## config.mk

```make
export PLATFORM = sky130hd
export DESIGN_NAME = pad_filter
export DESIGN_NICKNAME = d
export VERILOG_FILES = /design/src/rtl/pad_filter_pkg.sv /design/src/rtl/pad_filter_raster_counter.sv /design/src/rtl/pad_filter.sv
export SDC_FILE = /design/constraint.sdc
export NUM_CORES = 1
export LEC_CHECK = 0
export CAP_MARGIN = 20
export CORE_MARGIN = 2
export CORE_UTILIZATION = 55
export CTS_CLUSTER_DIAMETER = 200
export DETAILED_ROUTE_END_ITERATION = 12
export DONT_BUFFER_PORTS = 1
export PLACE_DENSITY = 0.76
export RECOVER_POWER = 50
export SETUP_SLACK_MARGIN = 0.02
export SLEW_MARGIN = 20
export SYNTH_ARGS = -nofsm -noshare
export SYNTH_HDL_FRONTEND = slang
export SYNTH_SLANG_ARGS = --single-unit
```

## constraint.sdc

```tcl
create_clock -name clk -period 1.7 [get_ports clk]
set_input_delay 0.085 -clock clk [delete_from_list [all_inputs] [get_ports clk]]
set_output_delay 0.085 -clock clk [all_outputs]
set_load 0.1 [all_outputs]
```

## src/rtl/pad_filter_pkg.sv

```systemverilog
// Shared geometry defaults and the window test used by both the crop and pad stages,
// so both ends of the crop/pad pair agree on where the window sits.
package pad_filter_pkg;

  localparam int DEF_PIXEL_BIT_WIDTH = 12;
  localparam int DEF_IN_ROWS         = 40;
  localparam int DEF_IN_COLS         = 40;
  localparam int DEF_OUT_ROWS        = 20;
  localparam int DEF_OUT_COLS        = 20;
  localparam int DEF_Y_1             = 10;
  localparam int DEF_X_1             = 10;

  typedef enum logic {
    ST_WAIT = 1'b0,
    ST_EMIT = 1'b1
  } state_e;

  // True when full-frame position (x, y) falls inside the cropped window.
  function automatic logic in_win(input int x, input int y,
                                  input int y1, input int x1,
                                  input int rows, input int cols);
    return (y >= y1) && (y < y1 + rows) && (x >= x1) && (x < x1 + cols);
  endfunction

endpackage

```

## src/rtl/pad_filter_raster_counter.sv

```systemverilog
// Raster-order x/y position counter: advances on en_i, wraps at the frame end,
// and flags the last pixel of the frame.
module raster_counter #(
  parameter int COLS = 40,
  parameter int ROWS = 40,
  parameter int XW   = $clog2(COLS + 1),
  parameter int YW   = $clog2(ROWS + 1)
) (
  input  logic          clk,
  input  logic          rst_n,
  input  logic          en_i,
  output logic [XW-1:0] x_o,
  output logic [YW-1:0] y_o,
  output logic          last_o
);

  logic [XW-1:0] x_q, x_d;
  logic [YW-1:0] y_q, y_d;
  logic          eol;

  assign eol    = (x_q == XW'(COLS - 1));
  assign last_o = eol && (y_q == YW'(ROWS - 1));
  assign x_o    = x_q;
  assign y_o    = y_q;

  always_comb begin
    x_d = x_q;
    y_d = y_q;
    if (en_i) begin
      if (eol) begin
        x_d = '0;
        y_d = last_o ? '0 : y_q + YW'(1);
      end else begin
        x_d = x_q + XW'(1);
      end
    end
  end

  always_ff @(posedge clk or negedge rst_n) begin
    if (!rst_n) begin
      x_q <= '0;
      y_q <= '0;
    end else begin
      x_q <= x_d;
      y_q <= y_d;
    end
  end

endmodule

```

## src/rtl/pad_filter.sv

```systemverilog
// Re-embeds a cropped pixel stream into a full frame, filling everything outside
// the window with PAD_VALUE; registered output with valid/ready on both sides.
module pad_filter
  import pad_filter_pkg::*;
#(
  parameter int PIXEL_BIT_WIDTH = DEF_PIXEL_BIT_WIDTH,
  parameter int IN_ROWS         = DEF_IN_ROWS,
  parameter int IN_COLS         = DEF_IN_COLS,
  parameter int OUT_ROWS        = DEF_OUT_ROWS,
  parameter int OUT_COLS        = DEF_OUT_COLS,
  parameter int Y_1             = DEF_Y_1,
  parameter int X_1             = DEF_X_1,
  parameter logic [PIXEL_BIT_WIDTH-1:0] PAD_VALUE = '0
) (
  input  logic                       clk,
  input  logic                       reset,
  input  logic [PIXEL_BIT_WIDTH-1:0] pixel_in,
  input  logic                       in_valid,
  output logic                       in_ready,
  output logic [PIXEL_BIT_WIDTH-1:0] pixel_out,
  output logic                       out_valid,
  input  logic                       out_ready,
  output logic                       out_sof,
  output logic                       out_eol
);

  localparam int XW = $clog2(IN_COLS + 1);
  localparam int YW = $clog2(IN_ROWS + 1);

  if ((Y_1 + OUT_ROWS > IN_ROWS) || (X_1 + OUT_COLS > IN_COLS)) begin : g_geom_err
    $error("pad_filter: crop window does not fit inside the full frame");
  end

  state_e                     state_q, state_d;
  logic                       vld_q, vld_d;
  logic [PIXEL_BIT_WIDTH-1:0] pix_q, pix_d;
  logic                       sof_q, sof_d;
  logic                       eol_q, eol_d;
  logic                       cnt_en, last_pix, load_en, win;
  logic [XW-1:0]              x;
  logic [YW-1:0]              y;

  raster_counter #(
    .COLS (IN_COLS),
    .ROWS (IN_ROWS),
    .XW   (XW),
    .YW   (YW)
  ) u_cnt (
    .clk    (clk),
    .rst_n  (reset),
    .en_i   (cnt_en),
    .x_o    (x),
    .y_o    (y),
    .last_o (last_pix)
  );

  assign load_en = !vld_q || out_ready;
  assign win     = in_win(int'(x), int'(y), Y_1, X_1, OUT_ROWS, OUT_COLS);
  // in_ready never looks at in_valid; the only out_ready dependency is via load_en.
  assign in_ready = (state_q == ST_EMIT) && load_en && win;

  always_comb begin
    state_d = state_q;
    vld_d   = vld_q;
    pix_d   = pix_q;
    sof_d   = sof_q;
    eol_d   = eol_q;
    cnt_en  = 1'b0;
    case (state_q)
      ST_WAIT: begin
        if (out_ready) vld_d = 1'b0;
        if (in_valid)  state_d = ST_EMIT;
      end
      ST_EMIT: begin
        if (load_en) begin
          if (!win || in_valid) begin
            vld_d  = 1'b1;
            pix_d  = win ? pixel_in : PAD_VALUE;
            sof_d  = (x == '0) && (y == '0);
            eol_d  = (x == XW'(IN_COLS - 1));
            cnt_en = 1'b1;
            if (last_pix) state_d = ST_WAIT;
          end else begin
            // Window pixel not yet available: bubble, position holds.
            vld_d = 1'b0;
          end
        end
      end
      default: state_d = ST_WAIT;
    endcase
  end

  always_ff @(posedge clk or negedge reset) begin
    if (!reset) begin
      state_q <= ST_WAIT;
      vld_q   <= 1'b0;
      pix_q   <= '0;
      sof_q   <= 1'b0;
      eol_q   <= 1'b0;
    end else begin
      state_q <= state_d;
      vld_q   <= vld_d;
      pix_q   <= pix_d;
      sof_q   <= sof_d;
      eol_q   <= eol_d;
    end
  end

  assign pixel_out = pix_q;
  assign out_valid = vld_q;
  assign out_sof   = sof_q;
  assign out_eol   = eol_q;

endmodule

```

==> qor.yml, run 1 <==
rows: 17
worstHoldStart: "in_valid"
antenna_found_initial: 0
cts-root-buf: "clkbuf_4"
grt.total_usage: 0.316
ys_types: 29
synth_top_area_frac: 0.521
clock_sink_count: 28
grt_pass1_vias: 1278
worst_ep_required_time_ps: 1920
p_total_w: 0.00210
synthAdderAreaFrac: 0.0558
worst_ir_drop_vdd_uv: 1000
p_leak_nw: 0.961
die_y_um: 53.5
seq_area_frac_synth: 0.521
syn_area_per_cell_um2: 11.3
hold_depth: 3
io_pins: 32
ys_ff_latch: 28
die_x_um: 53.5
synth_simple_gate_area_share: 0.170
grt_pass1_wl_um: 6200
nets: 205
multiInputGateArea_um2: 648
worstPathArrival_ps: 2300
clock_skew_ps: 4.53
period_share: 1.22
yosysMostFrequentCell: "dfrtp_1"
r2r_slack_ps: -370
yosys.area.top_type: "dfrtp_1"
fillers: 99
synth_mux_area_frac: 0
postRouteAntennaNets: 0
clk_pin_slew_worst_paths_ps: 140
cts.path.max_buffers: 2
synth_top_family_by_area: "compound AO/OA/AOI/OAI gates"
synth_ff_type: "dfrtp_1"
setup_slack_ps: -374
synthTopCellsByCount: "dfrtp_1, a22o_1, nand2_1"
core_um2: 2250
synthArstFlopShare: 1.00
cts_max_level: 1
totalWireLength_um: 4310
dp_hpwl_um: 2260
place.gp.congestion: 0.882
yosys-top-cells-area: "dfrtp_1, a22o_1, ha_1"
dr.pass1.iters: 4
synthesis.area_um2: 1350
utilization: 0.883
syn_inst: 119
vias_per_cell: 6.05
worstHoldPathType: "in2reg"
diodes: 0
holdPathEnd: "out_valid"
status: "finished, violations left"
maxSlewHeadroom: 0.149
synth_compound_area_frac: 0.180
grt_overflow_total: 0
finalHoldViolCount: 0
synth_xor_area_frac: 0.0260
die-area_um2: 2860
r2r_start: "u_cnt.y_o[0]"
grt_max_degree: 29
max_cap_violations: 0
cts_buffers: 3
place_area_um2: 1640
register_area_um2: 702
wire_per_inst_um: 20.5
drc: 0
reg2reg_depth: 9
fin_crit_ps: 2070
syn_nets: 141
vias: 1270
violations: "setup timing"
end_kind: "register"
start_kind: "register"
yosys_warnings: 0
rsz0062_at_grt: "true"
clock_latency_ps: 320
critPathKind: "reg2reg"
cts_tree: "yes"
worstPathMaxFanout: 16
syn_to_final_growth_pct: 48.0
max_freq_mhz: 482
synth_edf_count: 0
drt_iter0_markers: 45
cellPowerDensity_nw_per_um2: 1060
drive_above_1_share: 0.396
fin_hold_ws_ps: 106
final_cell_area_um2: 1990
worst_pin_slew_ps: 1280
r2r-end: "u_cnt.x_o[4]"
port_buffers: 0
setup_viol: 22
report.final.slew_viol_count: 0
start_util: 0.597
==> cell families (layout without fill, tap and decap cells) <==
kind of cell    Yosys count  after routing
compound gates           29             29
xor+xnor                  4              4
fa+ha+maj                 6              6
buf+inv                  10             73
flops                    28             28
simple gates             42             42
==> metrics by stage <==
step	setup WS [ps]	setup TNS [ps]	cells
after detailed placement	-195	-2740	179
after floorplan	-900	-11590	119
after CTS	-272	-3710	204
after global routing	-393	-6750	210
after global placement	-102	-1260	179
final	-374	-6230	210
==> worst max-delay path, cell delays in order, from the launching register on <==
cell	delay, ps
dfrtp_1	440
inv_2	100
ha_4	130
o31a_1	170
o211ai_2	110
buf_4	160
o41ai_4	440
buf_12	210
nor2_2	50
xor2_1	160
==> sequential cells by signal (all words and copies together), names as in the netlist <==
register	count
pixel_out	12
out_sof	1
u_cnt.y_o	6
out_valid	1
state_q	1
out_eol	1
u_cnt.x_o	6
==> what timing repair did <==
action                     CTS  global route
hold buffers                16             0
setup endpoints to repair   22            28
cloned                       0             0
pin swaps                   10             4
gates resized for setup     13             9
buffers inserted             5             6
hold endpoints to repair    42             0
==> final cells by class <==
| cell class | instances | area share |
|---|---|---|
| multi-input cells | 81 | 0.326 |
| well taps | 28 | 0.0176 |
| flip-flops and latches | 28 | 0.353 |
| inverters | 5 | 0.00943 |
| clock buffers | 4 | 0.0182 |
| repair buffers | 64 | 0.277 |
==> power breakdown <==
part / switching [W] / total (W) / internal (W)
Combinational: 0.000474 / 0.000917 / 0.000442
Sequential: 0.000104 / 0.000864 / 0.000760
Clock: 0.000189 / 0.000320 / 0.000131
Total: 0.000768 / 0.00210 / 0.00133
==> worst max-delay path by stage <==
stage	from	endpoint	cells past startpoint
after floorplan	u_cnt.y_o[0]	pixel_out[11]	8
after global placement	u_cnt.y_o[0]	u_cnt.x_o[4]	8
after detailed placement	u_cnt.x_o[0]	pixel_out[0]	8
after CTS	u_cnt.y_o[0]	in_ready	7
after global routing	u_cnt.y_o[0]	u_cnt.x_o[4]	9
final	u_cnt.y_o[0]	u_cnt.x_o[4]	9
==> metal layers <==
layer  global-route usage  vias to the layer above  share of wire
li1                     -                      558              -
met1                0.363                      628           0.40
met2                0.584                       66           0.51
met3               0.0339                       18          0.051
met4                0.132                        0          0.042
met5                    0                        -              0
==> cell usage in the layout, fill, tap and decap left out, drive strengths merged <==
cell and instances:
buf 48, and3 2, clkbuf 4, inv 5, dlygate4sd3 15, o211ai 1, nand2b 2, nand2 12
a22o 12, nor3 3, nor4 1, o41ai 1, o22a 1, or4 1, a31oi 2, o21ai 6
a21o 1, o31a 2, a21oi 1, dfrtp 28, ha 6, o31ai 2, dlymetal6s4s 1, nand4 5
and4 1, xnor2 2, nor2 6, xor2 2, nand3 5, and2 4
Power figures use the tool's default switching activity.
==> run 2: changes to the inputs <==
--- a/config.mk
+++ b/config.mk
@@ -11,7 +11,7 @@
 export CTS_CLUSTER_DIAMETER = 200
 export DETAILED_ROUTE_END_ITERATION = 12
 export DONT_BUFFER_PORTS = 1
-export PLACE_DENSITY = 0.76
+export PLACE_DENSITY = 0.73
 export RECOVER_POWER = 50
 export SETUP_SLACK_MARGIN = 0.02
 export SLEW_MARGIN = 20
==> constraint.sdc (replaced) <==
create_clock -name clk -period 2.51 [get_ports clk]
set_input_delay 0.1255 -clock clk [delete_from_list [all_inputs] [get_ports clk]]
set_output_delay 0.1255 -clock clk [all_outputs]
set_load 0.1 [all_outputs]
==> run 2 against run 1 <==
Against the previous run: the flow now finishes without violations; core utilization decreased by 16 points; total power decreased by 46%; flip-flop and latch count unchanged; largest power group is now sequential cells; sequential power decreased by 28%; wire length decreased by 27%.
==> qor.yml, run 2 (same netlist as run 1, synthesis figures left out) <==
status: "completed"
drt_iter0_markers: 31  # -31%
start_util: 0.597  # unchanged
clk_pin_slew_worst_paths_ps: 140  # about the same
p_total_w: 0.00114  # -46%
place.gp.congestion: 0.855  # -3.0%
worstHoldPathType: "in2reg"
max_freq_mhz: 478
register_area_um2: 702  # unchanged
clock_sink_count: 28  # unchanged
holdPathEnd: "out_valid"
worstPathArrival_ps: 1970  # -330 ps
cts_setup_buffers: 0  # -5
die-area_um2: 2860  # unchanged
grt.total_usage: 0.252  # -0.0644
diodes: 0  # unchanged
largest_reg_flops: 12  # unchanged
nets: 174  # -15%
reg2reg_depth: 7  # -2
syn_to_final_growth_pct: 21.4
rsz0062_at_grt: "false"
port_buffers: 0  # unchanged
antenna_found_initial: 0  # unchanged
final_common_cell: "dfrtp_1"
r2r-end: "u_cnt.x_o[3]"
wire_per_inst_um: 17.6  # -14%
drc: 0  # unchanged
cts_buffers: 3  # unchanged
cts_tree: "yes"
fin_crit_ps: 2090
fillers: 162  # +64%
cts-root-buf: "clkbuf_4"
layout_common_cells: "dfrtp_1, dlygate4sd3_1, nand2_1, a22o_1, buf_4"
place_area_um2: 1480  # -9.5%
r2r_slack_ps: 490  # +860 ps
worst_ep_required_time_ps: 2380  # +460 ps
worst_ir_drop_vdd_uv: 594  # -41%
max_cap_violations: 0  # unchanged
clock_latency_ps: 330  # about the same
grt_max_degree: 29  # unchanged
worstPathMaxFanout: 6  # -10
finalHoldViolCount: 0  # unchanged
postRouteAntennaNets: 0  # unchanged
rows: 17  # unchanged
die_x_um: 53.5  # unchanged
drive_above_1_share: 0.139  # -0.257
die_y_um: 53.5  # unchanged
report.final.slew_viol_count: 0  # unchanged
final_cell_area_um2: 1630  # -18%
r2r_start: "u_cnt.x_o[0]"
core_um2: 2250  # unchanged
cellPowerDensity_nw_per_um2: 697  # -34%
grt_pass1_vias: 1087  # -15%
cts_max_level: 1  # unchanged
hold_depth: 2  # -1
io_pins: 32  # unchanged
maxSlewHeadroom: 0.0568  # -0.0920
totalWireLength_um: 3140  # -27%
critPathKind: "reg2out"
end_kind: "output pin"
setup_viol: 0  # -100%
vias_per_cell: 5.89  # -2.5%
period_share: 0.834
multiInputGateArea_um2: 592  # -8.7%
clock_skew_ps: 4.17  # -0.366 ps
dr.pass1.iters: 5  # +1
grt_overflow_total: 0  # unchanged
utilization: 0.724  # -0.159
grt_pass1_wl_um: 4960  # -20%
cts.path.max_buffers: 2  # unchanged
worst_pin_slew_ps: 1410  # +138 ps
p_leak_nw: 0.755  # -21%
dp_hpwl_um: 1920  # -15%
vias: 1055  # -17%
worstHoldStart: "out_ready"
start_kind: "register"
## run 2: routing by layer
layer,wire (um),vias up,global-route usage
met1,1270,497,0.275
met4,113,0,0.132
met2,1590,53,0.461
met5,0,-,0
met3,168,11,0.0367
li1,-,494,-
## run 2: layout make-up
class,instances,area share
Inverter,5,0.0115
Timing Repair Buffer,33,0.152
Tap cell,28,0.0215
Clock buffer,4,0.0222
Multi-Input combinational cell,81,0.362
Sequential cell,28,0.430
## run 2: repair_timing
| action | CTS | global route |
|---|---|---|
| hold buffers | 15 | 0 |
| endpoints found under the hold margin | 41 | 0 |
| resized for setup | 0 | 0 |
## run 2: report_power, final
group / internal (W) / switching [W]
Sequential: 0.000514 / 0.000108
Combinational: 0.000122 / 0.000171
Clock: 0.0000890 / 0.000132
## run 2: worst max-delay path: stages (launching register included)
cell and delay (ps):
dfrtp_1 450, inv_1 100, ha_1 200, o31a_1 320
nor3_4 220, nor4_4 90, buf_4 250
## run 2: metrics by stage
stage / setup TNS (ps) / worst slack (ps) / cells / hold WS, ps
detailed placement: 0 / 538 / 160 / -170
global route: 0 / 312 / 179 / 56.9
floorplan: -900 / -90.0 / 119 / -170
finish: 0 / 417 / 179 / 77.7
CTS: 0 / 412 / 179 / 0.224
global placement: 0 / 614 / 160 / -170
## run 2: worst max path at each step
stage	slack (ps)	from	depth (start not counted)	endpoint
floorplan	-90	u_cnt.y_o[0]	8	pixel_out[11]
global placement	610	u_cnt.x_o[0]	7	u_cnt.x_o[3]
detailed placement	540	u_cnt.x_o[0]	7	u_cnt.x_o[3]
CTS	410	u_cnt.x_o[0]	6	in_ready
global route	310	u_cnt.y_o[0]	6	in_ready
finish	420	u_cnt.x_o[0]	6	in_ready
